==> config.mk <==
export PLATFORM = sky130hd
export DESIGN_NAME = pwm_multichannel
export DESIGN_NICKNAME = d
export VERILOG_FILES = /design/src/rtl/pwm_multichannel.sv
export SDC_FILE = /design/constraint.sdc
export NUM_CORES = 1
export LEC_CHECK = 0
export ABC_AREA = 1
export CAP_MARGIN = 40
export CORE_MARGIN = 1.5
export CORE_UTILIZATION = 52
export CTS_BUF_LIST = sky130_fd_sc_hd__clkbuf_4 sky130_fd_sc_hd__clkbuf_8
export CTS_CLUSTER_SIZE = 20
export DETAILED_ROUTE_END_ITERATION = 10
export GPL_TIMING_DRIVEN = 0
export HOLD_SLACK_MARGIN = 0.12
export PLACE_DENSITY = 0.72
export SLEW_MARGIN = 20
export SYNTH_ARGS = -nofsm -noshare
export SYNTH_HDL_FRONTEND = slang
export SYNTH_SLANG_ARGS = --single-unit
==> constraint.sdc <==
create_clock -name clk -period 7.5 [get_ports clk]
set_input_delay 1.125 -clock clk [delete_from_list [all_inputs] [get_ports clk]]
set_output_delay 1.125 -clock clk [all_outputs]
set_load 0.02 [all_outputs]
==> src/rtl/pwm_multichannel.sv <==
// pwm_multichannel: multi-channel PWM generator sharing one period counter.
//
// Duty words arrive on a valid/ready port. Each accepted word is scaled to a
// clock-count threshold by a sequential shift-add multiplier, parked in a
// per-channel pending buffer, and copied into the active threshold only at
// that channel's own period boundary. Outputs therefore never glitch
// mid-period. With PHASE_STAGGER=1, channel i runs (i*PERIOD)/CHANNELS clocks
// ahead of the shared counter.
//
// Derived PERIOD = PERIOD_NS*SYS_FREQ_MHZ/1000 clocks and must be >= 2.
//
// Ports:
//   clk          in   system clock
//   reset        in   asynchronous, active-high reset
//   wr_valid     in   duty write request
//   wr_ready     out  block can accept a write (low while a write is scaled)
//   wr_chan      in   target channel index
//   wr_duty      in   new duty value, full scale = 2^DUTY_BITS-1
//   wr_err       out  one-cycle pulse after accepting a write to a missing channel
//   ch_en        in   per-channel output enable
//   pwm_out      out  registered PWM outputs
//   period_start out  one-cycle pulse aligned with pwm_out of the cnt==0 cycle
module pwm_multichannel #(
    parameter int unsigned CHANNELS      = 4,
    parameter int unsigned DUTY_BITS     = 10,
    parameter int unsigned PERIOD_NS     = 20000000,
    parameter int unsigned SYS_FREQ_MHZ  = 100,
    parameter int unsigned PHASE_STAGGER = 0
) (
    input  logic                 clk,
    input  logic                 reset,
    input  logic                 wr_valid,
    output logic                 wr_ready,
    input  logic [3:0]           wr_chan,
    input  logic [DUTY_BITS-1:0] wr_duty,
    output logic                 wr_err,
    input  logic [CHANNELS-1:0]  ch_en,
    output logic [CHANNELS-1:0]  pwm_out,
    output logic                 period_start
);

    // 64-bit arithmetic so that PERIOD_NS*SYS_FREQ_MHZ cannot overflow.
    localparam logic [63:0] PeriodL = (64'(PERIOD_NS) * 64'(SYS_FREQ_MHZ)) / 64'd1000;
    localparam int unsigned Period  = 32'(PeriodL);
    localparam int unsigned CntW    = $clog2(Period) + 1;
    localparam int unsigned AccW    = DUTY_BITS + CntW;
    localparam int unsigned StepW   = $clog2(DUTY_BITS) + 1;

    localparam logic [CntW-1:0]  PeriodC = CntW'(Period);
    localparam logic [CntW-1:0]  LastC   = CntW'(Period - 1);
    localparam logic [AccW-1:0]  PeriodA = AccW'(Period);
    localparam logic [StepW-1:0] LastStp = StepW'(DUTY_BITS - 1);
    localparam logic [4:0]       NumCh   = 5'(CHANNELS);

    function automatic logic [CntW-1:0] chan_offset(input int unsigned idx);
        logic [63:0] off;
        off = (PHASE_STAGGER != 0) ? (64'(idx) * PeriodL) / 64'(CHANNELS) : 64'd0;
        return CntW'(off);
    endfunction

    typedef enum logic [1:0] {
        StIdle,
        StMul,
        StCommit
    } wr_state_e;

    // ------------------------------------------------------------------
    // Shared period counter
    // ------------------------------------------------------------------
    logic [CntW-1:0] cnt_q, cnt_d;

    assign cnt_d = (cnt_q == LastC) ? '0 : cnt_q + 1'b1;

    // ------------------------------------------------------------------
    // Write path state
    // ------------------------------------------------------------------
    wr_state_e            state_q, state_d;
    logic [3:0]           chan_q, chan_d;
    logic [DUTY_BITS-1:0] dsr_q, dsr_d;    // duty bits, consumed MSB first
    logic                 full_q, full_d;  // duty was full scale: force 100%
    logic [AccW-1:0]      acc_q, acc_d;
    logic [StepW-1:0]     step_q, step_d;
    logic                 err_q, err_d;
    logic                 commit;
    logic [CntW-1:0]      mul_thr;

    // ------------------------------------------------------------------
    // Per-channel state
    // ------------------------------------------------------------------
    logic [CntW-1:0]     thr_q  [CHANNELS];
    logic [CntW-1:0]     pend_q [CHANNELS];
    logic [CHANNELS-1:0] pflag_q;
    logic [CntW-1:0]     ph     [CHANNELS];
    logic [CntW-1:0]     thr_eff[CHANNELS];
    logic [CHANNELS-1:0] bnd;
    logic [CHANNELS-1:0] pwm_d;
    logic [CHANNELS-1:0] pwm_q;
    logic                ps_q;

    // ------------------------------------------------------------------
    // Write FSM next-state logic
    // ------------------------------------------------------------------
    always_comb begin
        state_d = state_q;
        chan_d  = chan_q;
        dsr_d   = dsr_q;
        full_d  = full_q;
        acc_d   = acc_q;
        step_d  = step_q;
        err_d   = 1'b0;
        commit  = 1'b0;

        unique case (state_q)
            StIdle: begin
                if (wr_valid) begin
                    if ({1'b0, wr_chan} >= NumCh) begin
                        // Accepted but dropped: no multiply, no state change.
                        err_d = 1'b1;
                    end else begin
                        chan_d  = wr_chan;
                        dsr_d   = wr_duty;
                        full_d  = &wr_duty;
                        acc_d   = '0;
                        step_d  = '0;
                        state_d = StMul;
                    end
                end
            end
            StMul: begin
                // MSB-first shift-add: acc = 2*acc + bit*PERIOD.
                acc_d  = {acc_q[AccW-2:0], 1'b0} + (dsr_q[DUTY_BITS-1] ? PeriodA : '0);
                dsr_d  = dsr_q << 1;
                step_d = step_q + 1'b1;
                if (step_q == LastStp) begin
                    state_d = StCommit;
                end
            end
            StCommit: begin
                commit  = 1'b1;
                state_d = StIdle;
            end
            default: begin
                state_d = StIdle;
            end
        endcase
    end

    // acc holds duty*PERIOD; the >>DUTY_BITS is a plain slice.
    assign mul_thr  = full_q ? PeriodC : acc_q[AccW-1:DUTY_BITS];
    assign wr_ready = (state_q == StIdle);

    always_ff @(posedge clk or posedge reset) begin
        if (reset) begin
            state_q <= StIdle;
            chan_q  <= '0;
            dsr_q   <= '0;
            full_q  <= 1'b0;
            acc_q   <= '0;
            step_q  <= '0;
            err_q   <= 1'b0;
        end else begin
            state_q <= state_d;
            chan_q  <= chan_d;
            dsr_q   <= dsr_d;
            full_q  <= full_d;
            acc_q   <= acc_d;
            step_q  <= step_d;
            err_q   <= err_d;
        end
    end

    // ------------------------------------------------------------------
    // Per-channel phase, boundary detect and compare
    // ------------------------------------------------------------------
    for (genvar i = 0; i < CHANNELS; i++) begin : g_ch
        localparam logic [CntW-1:0] Off = chan_offset(i);
        logic [CntW-1:0] sum;

        // cnt and Off are both < PERIOD, so one conditional subtract wraps.
        assign sum        = cnt_q + Off;
        assign ph[i]      = (sum >= PeriodC) ? sum - PeriodC : sum;
        assign bnd[i]     = (ph[i] == '0);
        // A pending value takes over already in its boundary cycle, so it
        // governs the whole period that starts there.
        assign thr_eff[i] = (bnd[i] && pflag_q[i]) ? pend_q[i] : thr_q[i];
        assign pwm_d[i]   = ch_en[i] & (ph[i] < thr_eff[i]);
    end

    always_ff @(posedge clk or posedge reset) begin
        if (reset) begin
            pflag_q <= '0;
            for (int i = 0; i < CHANNELS; i++) begin
                thr_q[i]  <= '0;
                pend_q[i] <= '0;
            end
        end else begin
            for (int i = 0; i < CHANNELS; i++) begin
                if (bnd[i] && pflag_q[i]) begin
                    thr_q[i]   <= pend_q[i];
                    pflag_q[i] <= 1'b0;
                end
                // Ordered after the apply so a same-cycle commit keeps its
                // flag and lands at the following boundary.
                if (commit && (chan_q == 4'(i))) begin
                    pend_q[i]  <= mul_thr;
                    pflag_q[i] <= 1'b1;
                end
            end
        end
    end

    // ------------------------------------------------------------------
    // Counter and registered outputs
    // ------------------------------------------------------------------
    always_ff @(posedge clk or posedge reset) begin
        if (reset) begin
            cnt_q <= '0;
            pwm_q <= '0;
            ps_q  <= 1'b0;
        end else begin
            cnt_q <= cnt_d;
            pwm_q <= pwm_d;
            ps_q  <= (cnt_q == '0);
        end
    end

    assign pwm_out      = pwm_q;
    assign period_start = ps_q;
    assign wr_err       = err_q;

endmodule
-- Yosys cells after proc, flatten, opt, wreduce, memory -nomap -nowiden
Index checks and enable logic that the tools add are counted.
- bits in registers: 262
- input bits: 21
- output and inout port bits: 7
- add/sub/neg operators: 4
- $lt $le $gt $ge: 6
- equality and inequality tests: 10
- muxes and demuxes: 33
- bitwise gates (word level): 5
- reduce and logical (&&, ||, !) cells: 21
- operators by type and width (cell ; number):
    $mux W22 ; 7
    $lt A22 B22 Y1 ; 4
    $mux W32 ; 2
    $pmux W32 S2 ; 1
    $logic_not A22 Y1 ; 2
    $add A32 B21 Y32 ; 1
    $add A22 B1 Y22 const B ; 1
    $eq A22 B21 Y1 const B ; 1
    $ge A22 B21 Y1 const B ; 1
    $sub A22 B21 Y22 const B ; 1
    $mux W21 ; 1
    $mux W10 ; 2
    $pmux W10 S2 ; 1
    $mux W1 ; 12
    $mux W5 ; 2
    $pmux W5 S2 ; 1
    $reduce_and A10 Y1 ; 1
    $reduce_bool A2 Y1 ; 5
    $reduce_and A3 Y1 ; 3
    $eq A4 B2 Y1 const B ; 2
    $logic_and A1 B1 Y1 ; 8
    $mux W2 ; 3
    $ne A2 B2 Y1 const B ; 3
    $add A5 B1 Y5 const B ; 1
    other kinds (10) ; 13

-- Longest topological paths before layout
Gate-level depths: netlist of run 1.
- depth after elaboration: 7
- depth in mapped cells: 30

-- Worst setup path after synthesis of run 1
OpenSTA, ideal clock, no wires.
- kind: register -> register
- start point: register cnt_q[7]
- end point: register pwm_q[1], in the netlist pwm_out[1]
- setup time: 0.077 ns
- arrival: 3.452 ns
- setup slack: 3.971 ns
- cell stages (with the launch flop): 25
- path buffers: 1
- clock period less this slack: 3.529 ns
- path through: dfrtp_1 > inv_2 > ha_1 > nand2_1 > nand2_1 > nand2_1 > nand2_1 > nand2_1 > a21oi_1 > nor2_1 > nor2_1 > nand2_1 > nor2_8 > nand3_4 > clkbuf_1 > nand2_1 > o21ai_2 > inv_1 > ha_1 > a21oi_1 > o21ai_0 > a221oi_1 > a21oi_1 > a2111o_1 > a21oi_1
- RTL lines (item ; line ; RTL):
    start, declared ; 70 ; logic [CntW-1:0] cnt_q, cnt_d;
    start signal, assigned ; 221 ; cnt_q <= cnt_d;
    end signal, assigned ; 222 ; pwm_q <= pwm_d;
    end, declared ; 97 ; logic [CHANNELS-1:0] pwm_q;

==> summary.txt, run 1 <==
final hold vios: 0
hold endpoint: thr_q[60]$_DFF_PP0_
setup violators final: 0
outcome: complete, no violations
placed insts: 2032
Post-synth EDFFs: 0
Worst R2R Path Depth: 25
CTS tree: built
ratio of final minimum period to clock period: 0.6515
Place WS: 2671 ps
GRT overflow: 0
crit path max-delay cell type: nor2_1
Worst R2R Setup Slack: 2610 ps
startpoint types: register
num ports: 28
Overall Global Routing Usage: 0.2743
fraction of layout cells with a size suffix above 1: 0.1355
CTS max path bufs: 3
Seq/Total Area, Yosys: 0.4684
initial core utilization: 0.5257
RD Place Congestion: 0.9102
H-tree levels: 2
CORE AREA: 25910 um2
clk_skew: 34.40 ps
vias in the first global route: 10880
Main synth FF type: dfrtp_1
pwr/cell area: 256.8 nW/um2
FF-to-FF Start: cnt_q[7]$_DFF_PP0_
YS warnings: 0
total negative slack: 0 ps
initial antenna violation count: 1
Synth Cell Area: 13620 um2
post_cts resized: 0
max_cap viols: 0
hold path cells: 2
delay-heaviest family, CP: simple AND/OR/NAND/NOR gates
placed cell area: 14540 um2
Die W: 164.9 um
Synth Register Bits: 255
Worst Hold Launch: thr_q[60]$_DFF_PP0_
area grow syn2layout: 14.20%
Clock Sinks: 255
Post CTS Setup Buffer Count: 0
hpwl dp: 25880 um
worst IR drop on VDD: 305.6 uV
Initial DRT Pass Iterations: 8
Root Driver: clkbuf_8
clk_lat worst skew: 590 ps
Highest Signal Layer: met5
WP data arrival: 5360 ps
via/cell ratio: 5.336
Fmax: 204.7 MHz
worst relative slew slack: 0.4013
Num CTS Buffers: 46
Layout Cells excl Fill: 2114
final max-slew violation count: 0
Clk pin slew, worst setup/hold paths: 60 ps
full die area: 27180 um2
count of antenna-violating nets left after detailed routing: 0
pin count of the biggest net entering global routing: 35
Final Cell Area: 15560 um2
worst-margin pin slew: 890.6 ps
worst r2r dst: pwm_out[1]$_DFF_PP0_
Max stage delay on crit path: 660 ps
met3 WL: 2012 um
fin nets: 1863
number of remaining DRC errors: 0
Synth Instances: 1655
DIE HEIGHT: 164.9 um
vias: 11280
worst path bufs/invs: 3
n_diodes: 0
CP Capture Type: register
Leak Pwr: 0.007753 uW
WP data required: 7970 ps
worst-path fanout max: 10
initial DRC count: 926
detail-routed net length per standard cell: 16.68 um
Synth async-reset ratio: 1.000
PortBufs: 27
row count: 59
Final WS setup: 2614 ps
Avg Cell Area, Syn: 8.231 um2
RSZ-0062 raised after global routing: no
worst min-delay path category: register to register
Post-Route WL: 35260 um
first-pass GRT wire length: 57080 um
Post-CTS Hold Fix Bufs: 0
Setup CP Type: register to register
total power: 3995 uW
M1 WL: 16180 um
CP most frequent cell: nand2_1
WL met2: 15820 um
critical path depth: 25
final period demand of the worst path: 4886 ps
Yosys cell types: 46
synthesized net count: 1773
-- stage by stage --
step,util,hold slack [ps]
after detailed placement,0.5611,459.1
after CTS,0.6004,471.6
final,0.6004,472.7
after global routing,0.6004,492.9
after floorplan,-,436.8
after global placement,0.5525,450.9
-- worst min-delay path, cell delays in order (launching register included) --
cell and delay (ps):
dfrtp_1 320, nand2_1 60, o21ai_2 60
-- cell usage in the layout (no fill, tap or decap), types with 11 or more instances in the layout --
cell / n
o22ai_1: 17
o21ai_2: 19
a21oi_1: 48
xor2_1: 12
nor4_1: 11
nand3_1: 51
nor3_1: 15
nand2_2: 48
clkbuf_4: 16
clkdlybuf4s50_1: 27
nor2_1: 96
nand2_1: 405
ha_1: 97
inv_1: 235
nand4_1: 16
o21ai_0: 140
o21ai_1: 29
dfrtp_1: 255
a211oi_1: 11
o211ai_1: 12
inv_2: 41
clkbuf_8: 60
buf_2: 11
clkbuf_1: 32
-- registers in the layout (all words and copies together), names as in the netlist --
register,cells
chan_q,4
step_q,5
full_q,1
acc_q,25
dsr_q,10
period_start,1
pwm_out,4
pend_q,88
pflag_q,4
wr_err,1
state_q,2
cnt_q,22
thr_q,88
-- power breakdown --
group	switching, uW	total (uW)	leakage, uW	internal (uW)
Combinational	590	849	0.00379	259
Clock	593	1430	0.000544	833
Sequential	131	1720	0.00342	1590
Total	1310	4000	0.00775	2680
-- cell type report --
class / instances / area [um2]
fillers: 2305 / 10350
repair buffers: 42 / 488.0
plain buffers: 50 / 264.0
clock buffers: 76 / 945.9
well taps: 335 / 419.2
multi-input cells: 1071 / 5936
flip-flops and latches: 255 / 6381
inverters: 279 / 1051
clock inverters: 6 / 71.32
-- how the worst max path moves through the flow --
stage,from,end,slack (ps)
2_1_floorplan,reset,acc_q[10]$_DFFE_PP0P_,3020
3_3_place_gp,reset,thr_q[70]$_DFF_PP0_,1120
3_5_place_dp,cnt_q[7]$_DFF_PP0_,pwm_out[1]$_DFF_PP0_,2670
4_1_cts,cnt_q[7]$_DFF_PP0_,pwm_out[1]$_DFF_PP0_,2600
5_1_grt,cnt_q[7]$_DFF_PP0_,pwm_out[1]$_DFF_PP0_,2250
6_report,cnt_q[7]$_DFF_PP0_,pwm_out[1]$_DFF_PP0_,2610
-- cells in the mapped netlist, types with 11 or more instances --
library cell,number,area share
a211oi_1,11,0.0061
o21ai_2,19,0.012
inv_1,236,0.065
o21ai_0,140,0.051
dfrtp_1,255,0.47
nand4_1,16,0.0073
o22ai_1,17,0.0078
nand2_1,405,0.11
inv_2,41,0.011
nand3_1,51,0.019
nand2_2,48,0.022
ha_1,97,0.089
nor2_1,96,0.026
o211ai_1,12,0.0066
nor4_1,12,0.0055
xor2_1,12,0.0077
clkbuf_1,32,0.0088
o21ai_1,29,0.011
nor3_1,15,0.0055
a21oi_1,48,0.018
-- kinds of logic (layout without fill, tap and decap cells) --
logic type,after synthesis,in the layout,synth area share
adders and majority gates,97,97,0.08910
buffers and inverters,329,453,0.09626
and+or+nand+nor,668,668,0.2150
DFF,255,255,0.4684
AOI/OAI and AO/OA,293,293,0.1228
xor gates and xnor gates,13,13,0.008359
-- metal layers --
layer | track usage | vias to the layer above
met4 | 0.1016 | 2
met5 | 0 | -
met2 | 0.4291 | 288
met3 | 0.04194 | 91
li1 | - | 5505
met1 | 0.3860 | 5394
No activity file was read; power rests on OpenSTA's default activity.
==> run 2: changes to the inputs <==
--- a/config.mk
+++ b/config.mk
@@ -14,7 +14,7 @@
 export DETAILED_ROUTE_END_ITERATION = 10
 export GPL_TIMING_DRIVEN = 0
 export HOLD_SLACK_MARGIN = 0.12
-export PLACE_DENSITY = 0.72
+export PLACE_DENSITY = 0.7
 export SLEW_MARGIN = 20
 export SYNTH_ARGS = -nofsm -noshare
 export SYNTH_HDL_FRONTEND = slang
==> constraint.sdc (replaced) <==
create_clock -name clk -period 4.94 [get_ports clk]
set_input_delay 0.741 -clock clk [delete_from_list [all_inputs] [get_ports clk]]
set_output_delay 0.741 -clock clk [all_outputs]
set_load 0.02 [all_outputs]
==> summary.txt, run 2 (same netlist as run 1, synthesis figures left out) <==
commonest non-fill, non-tap cell in the layout: nand2_1
vias: 11280 (-0.035%)
Initial DRT Pass Iterations: 5 (-3)
clk_skew: 32.51 ps (-1.890 ps)
WP data required: 5410 ps (-2560 ps)
pin count of the biggest net entering global routing: 36 (+2.9%)
initial core utilization: 0.5257 (unchanged)
clk_lat worst skew: 580 ps (about the same)
Setup CP Type: register to register
final max-slew violation count: 0 (unchanged)
FF/Latch Area: 6381 um2 (unchanged)
area grow syn2layout: 14.47%
row count: 59 (unchanged)
RD Place Congestion: 0.8754 (-3.8%)
vias in the first global route: 11130 (+2.2%)
combined area of the multi-input logic cells: 5946 um2 (+0.17%)
hpwl dp: 25950 um (+0.25%)
Layout Cells excl Fill: 2111 (-0.14%)
Clk pin slew, worst setup/hold paths: 60 ps (about the same)
most frequent cells in the layout: 404 x nand2_1, 255 x dfrtp_1, 235 x inv_1, 140 x o21ai_0, 97 x ha_1
Clock Sinks: 255 (unchanged)
Worst R2R Setup Slack: 310 ps (-2310 ps)
num ports: 28 (unchanged)
H-tree levels: 2 (unchanged)
via/cell ratio: 5.342 (+0.11%)
GRT overflow: 0 (unchanged)
DIE HEIGHT: 164.9 um (unchanged)
PortBufs: 27 (unchanged)
worst relative slew slack: 0.4749 (+0.07360)
RSZ-0062 raised after global routing: no
first-pass GRT wire length: 57350 um (+0.48%)
pwr/cell area: 392.3 nW/um2 (+53%)
worst-margin pin slew: 781.1 ps (-109.5 ps)
Fill cells: 2270 (-1.5%)
Place WS: -117.1 ps (-2788 ps)
crit path max-delay cell type: dfrtp_1
n_diodes: 0 (unchanged)
fin util: 0.6018 (+0.001400)
Die W: 164.9 um (unchanged)
Num CTS Buffers: 43 (-6.5%)
placed insts: 2032 (unchanged)
fin nets: 1860 (-0.16%)
worst min-delay path category: register to register
Post-Route WL: 35380 um (+0.33%)
worst IR drop on VDD: 353.1 uV (+16%)
Final WS setup: 308.9 ps (-2305 ps)
Fmax: 215.9 MHz (+5.5%)
CTS max path bufs: 3 (unchanged)
max_cap viols: 0 (unchanged)
full die area: 27180 um2 (unchanged)
Post-CTS Hold Fix Bufs: 0 (unchanged)
setup violators final: 0 (unchanged)
final period demand of the worst path: 4631 ps (-254.9 ps)
worst-path fanout max: 10 (unchanged)
Overall Global Routing Usage: 0.2749 (+0.0005854)
WP data arrival: 5100 ps (-260 ps)
number of remaining DRC errors: 0 (unchanged)
Leak Pwr: 0.007758 uW (about the same)
final hold vios: 0 (unchanged)
fraction of layout cells with a size suffix above 1: 0.1357 (+0.0002288)
initial DRC count: 677 (-27%)
CTS tree: built
CP most frequent cell: nand2_1
initial antenna violation count: 0 (-1)
count of antenna-violating nets left after detailed routing: 0 (unchanged)
total power: 6117 uW (+53%)
ratio of final minimum period to clock period: 0.9375 (+0.2860)
startpoint types: register
Root Driver: clkbuf_8
CP Capture Type: register
detail-routed net length per standard cell: 16.76 um (+0.47%)
outcome: complete, no violations
biggest registers after layout: pend_q x88, thr_q x88, acc_q x25
CP Cell Sequence: buf_6 > nand2_1 > nand2_1 > nand2_1 > nor2_1 > nor2_2 > nand2_4 > buf_6 > nand3_1 > nand2_1 > nor2_1 > nand2_1 > nor2_8 > nand3_4 > buf_2 > o21ai_2 > inv_1 > ha_1 > a21oi_1 > o21ai_0 > a221oi_1 > a21oi_1 > a2111o_1 > a21oi_1
Max stage delay on crit path: 390 ps (-270 ps)
CORE AREA: 25910 um2 (unchanged)
[run 2: cell types whose count changed in the layout (fill, tap and decap cells not counted), sizes merged]
cell,before,now
inv,279,278
clkbuf,108,99
bufinv,1,4
clkinv,4,7
clkinvlp,1,2
[run 2: repair_timing]
item                                    CTS  global route
buffers inserted                          0             0
cloned                                    0             0
endpoints found under the setup margin    1             2
endpoints found under the hold margin     0             0
resized for setup                         1             4
[run 2: worst paths after layout]
check	cells after the start	start	endpoint
hold / removal	2	thr_q[60]$_DFF_PP0_	thr_q[60]$_DFF_PP0_
hold reg to reg	2	thr_q[60]$_DFF_PP0_	thr_q[60]$_DFF_PP0_
setup reg to reg	24	cnt_q[15]$_DFF_PP0_	pwm_out[1]$_DFF_PP0_
setup / recovery	24	cnt_q[15]$_DFF_PP0_	pwm_out[1]$_DFF_PP0_
min in group asynchronous	2	reset	thr_q[30]$_DFF_PP0_
max in group asynchronous	5	reset	thr_q[74]$_DFF_PP0_
[run 2: area by class of cell]
class | count | share of cell area
Timing Repair Buffer | 42 | 0.03178
Sequential cell | 255 | 0.4092
Multi-Input combinational cell | 1071 | 0.3813
Buffer | 50 | 0.01701
Clock buffer | 67 | 0.05513
Clock inverter | 12 | 0.01123
Inverter | 279 | 0.06740
Tap cell | 335 | 0.02688
[run 2: per-stage QoR]
| stage | TNS, ps | hold WS, ps | cell area (um2) |
|---|---|---|---|
| after floorplan | 0 | 436.8 | 13630 |
| after global placement | -263250 | 452.6 | 14320 |
| after detailed placement | -117.1 | 458.6 | 14550 |
| after CTS | 0 | 472.8 | 15580 |
| after global routing | 0 | 491.1 | 15590 |
| final | 0 | 472.9 | 15590 |
[run 2: metal layers]
layer / global-route usage / share of wire / vias up
li1: - / - / 5472
met1: 0.3708 / 0.46 / 5446
met2: 0.4536 / 0.46 / 275
met3: 0.03616 / 0.044 / 83
met4: 0.1003 / 0.037 / 0
met5: 0 / 0 / -
[run 2: where the power goes]
group / total [uW] / internal [uW] / switching, uW
Sequential: 2610 / 2410 / 201
Clock: 2200 / 1330 / 879
Combinational: 1300 / 396 / 902
Total: 6120 / 4130 / 1980
[run 2: critical path, delay by kind of cell, from the launching register on]
| kind | cells | cell delay, ps |
|---|---|---|
| AOI/OAI and AO/OA | 7 | 1410 |
| adders and majority gates | 1 | 300 |
| buffers and inverters | 4 | 630 |
| DFF | 1 | 390 |
| and+or+nand+nor | 12 | 1780 |
==> run 3: changes to the inputs <==
--- a/config.mk
+++ b/config.mk
@@ -15,7 +15,7 @@
 export GPL_TIMING_DRIVEN = 0
 export HOLD_SLACK_MARGIN = 0.12
 export PLACE_DENSITY = 0.7
-export SLEW_MARGIN = 20
+export SLEW_MARGIN = 15
 export SYNTH_ARGS = -nofsm -noshare
 export SYNTH_HDL_FRONTEND = slang
 export SYNTH_SLANG_ARGS = --single-unit
==> summary.txt, run 3 (same netlist as run 1, synthesis figures left out) <==
area grow syn2layout: 13.04%
final max-slew violation count: 0 (unchanged)
RD Place Congestion: 0.8754 (unchanged)
placed cell area: 14550 um2 (unchanged)
Setup CP Type: register to register
H-tree levels: 2 (unchanged)
pwr/cell area: 375.4 nW/um2 (-4.3%)
Initial DRT Pass Iterations: 5 (unchanged)
CP Capture Type: register
CORE AREA: 25910 um2 (unchanged)
worst min-delay path category: register to register
pin count of the biggest net entering global routing: 37 (+2.8%)
outcome: complete, no violations
ratio of final minimum period to clock period: 0.9273 (-0.01013)
FF-to-FF Start: cnt_q[14]$_DFF_PP0_
Die W: 164.9 um (unchanged)
combined area of the multi-input logic cells: 5938 um2 (-0.13%)
most frequent cells in the layout: 405 x nand2_1, 255 x dfrtp_1, 235 x inv_1, 140 x o21ai_0, 97 x ha_1
Root Driver: clkbuf_8
n_diodes: 0 (unchanged)
full die area: 27180 um2 (unchanged)
startpoint types: register
Clock Sinks: 255 (unchanged)
worst-margin pin slew: 763.9 ps (-17.21 ps)
worst IR drop on VDD: 278.1 uV (-21%)
detail-routed net length per standard cell: 16.72 um (-0.23%)
WL met2: 16100 um (-1.1%)
vias: 11210 (-0.62%)
WP data arrival: 5070 ps (-30 ps)
Post-Route WL: 35180 um (-0.57%)
final period demand of the worst path: 4581 ps (-50.04 ps)
worst-path fanout max: 10 (unchanged)
Post-CTS Hold Fix Bufs: 0 (unchanged)
clk_skew: 40.30 ps (+7.794 ps)
fraction of layout cells with a size suffix above 1: 0.1317 (-0.003985)
Final Cell Area: 15400 um2 (-1.2%)
Clk pin slew, worst setup/hold paths: 60 ps (about the same)
count of antenna-violating nets left after detailed routing: 0 (unchanged)
FF/Latch Area: 6381 um2 (unchanged)
M1 WL: 16050 um (-1.1%)
Post CTS Setup Buffer Count: 0 (unchanged)
vias in the first global route: 11130 (unchanged)
Worst Hold Launch: thr_q[54]$_DFF_PP0_
via/cell ratio: 5.326 (-0.29%)
initial DRC count: 801 (+18%)
max_cap viols: 0 (unchanged)
DIE HEIGHT: 164.9 um (unchanged)
CTS tree: built
worst relative slew slack: 0.4865 (+0.01157)
num ports: 28 (unchanged)
number of remaining DRC errors: 0 (unchanged)
total power: 5781 uW (-5.5%)
hpwl dp: 25950 um (about the same)
CTS max path bufs: 3 (unchanged)
initial antenna violation count: 0 (unchanged)
setup violators final: 0 (unchanged)
Highest Signal Layer: met4
Num CTS Buffers: 44 (+2.3%)
hold_ws: 470.0 ps (-2.910 ps)
Fmax: 218.3 MHz (+1.1%)
total negative slack: 0 ps (unchanged)
row count: 59 (unchanged)
clk_lat worst skew: 580 ps (about the same)
WP data required: 5430 ps (+20 ps)
GRT overflow: 0 (unchanged)
commonest non-fill, non-tap cell in the layout: nand2_1
first-pass GRT wire length: 57460 um (+0.19%)
fin nets: 1861 (+0.054%)
RSZ-0062 raised after global routing: no
final hold vios: 0 (unchanged)
Worst R2R Setup Slack: 360 ps (+50 ps)
biggest registers after layout: pend_q x88, thr_q x88, acc_q x25
Overall Global Routing Usage: 0.2758 (+0.0009293)
met3 WL: 2034 um (+31%)
Fill cells: 2321 (+2.2%)
crit path from: cnt_q[14]$_DFF_PP0_
initial core utilization: 0.5257 (unchanged)
Leak Pwr: 0.007671 uW (-1.1%)
PortBufs: 27 (unchanged)
run 3: changes by cell type in the layout (fill, tap and decap cells not counted), sizes merged:
cell,before,now
bufinv,4,0
clkinv,7,4
clkbuf,99,101
clkinvlp,2,1
inv,278,277
run 3: power breakdown:
part / total, uW / internal [uW] / switching, uW
registers: 2620 / 2410 / 201
clock network: 1880 / 1040 / 832
logic: 1290 / 395 / 894
run 3: routing by layer:
layer / GRT usage / vias to the layer above
met5: 0 / -
met4: 0.09173 / 0
met3: 0.04646 / 57
met2: 0.4467 / 300
met1: 0.3762 / 5370
li1: - / 5479
run 3: critical path, stage by stage (launching register included):
cell and delay [ps]:
dfrtp_1 370, buf_2 180, nor2_1 140, nand2_1 90
nor2_2 90, nand2_2 100, nand2_4 130, buf_6 160
nand2_1 60, nand2_1 50, nand2_1 390, nor2_1 220
nand2_1 150, nor2_8 240, nand3_4 130, buf_2 270
o21ai_2 170, inv_1 50, ha_1 300, a21oi_1 150
o21ai_0 90, a221oi_1 360, a21oi_1 120, a2111o_1 330
a21oi_1 180
run 3: final timing paths:
check                                       end  cells past startpoint
setup / recovery           pwm_out[1]$_DFF_PP0_                     24
hold / removal              thr_q[54]$_DFF_PP0_                      2
setup reg to reg           pwm_out[1]$_DFF_PP0_                     24
hold reg to reg             thr_q[54]$_DFF_PP0_                      2
max in group asynchronous   thr_q[69]$_DFF_PP0_                      6
min in group asynchronous   thr_q[34]$_DFF_PP0_                      2
run 3: final cells by class:
class | count | share of cell area
Tap cell | 335 | 0.02722
Sequential cell | 255 | 0.4144
Clock inverter | 3 | 0.001950
Multi-Input combinational cell | 1071 | 0.3856
Timing Repair Buffer | 42 | 0.03218
Buffer | 50 | 0.01723
Inverter | 279 | 0.06825
Clock buffer | 69 | 0.05314
run 3: timing repair:
item                                    in CTS  in global routing
endpoints found under the hold margin        0                  0
resized for setup                            1                  2
endpoints found under the setup margin       1                  1
pin swaps                                    0                  0
run 3: stage by stage:
stage	setup slack (ps)	instances	utilization
4_1_cts	159.1	2104	0.5942
5_1_grt	14.79	2104	0.5943
3_5_place_dp	-65.48	2032	0.5614
6_report	358.9	2104	0.5943
2_1_floorplan	841.4	1655	-
3_3_place_gp	-1059	2017	0.5525
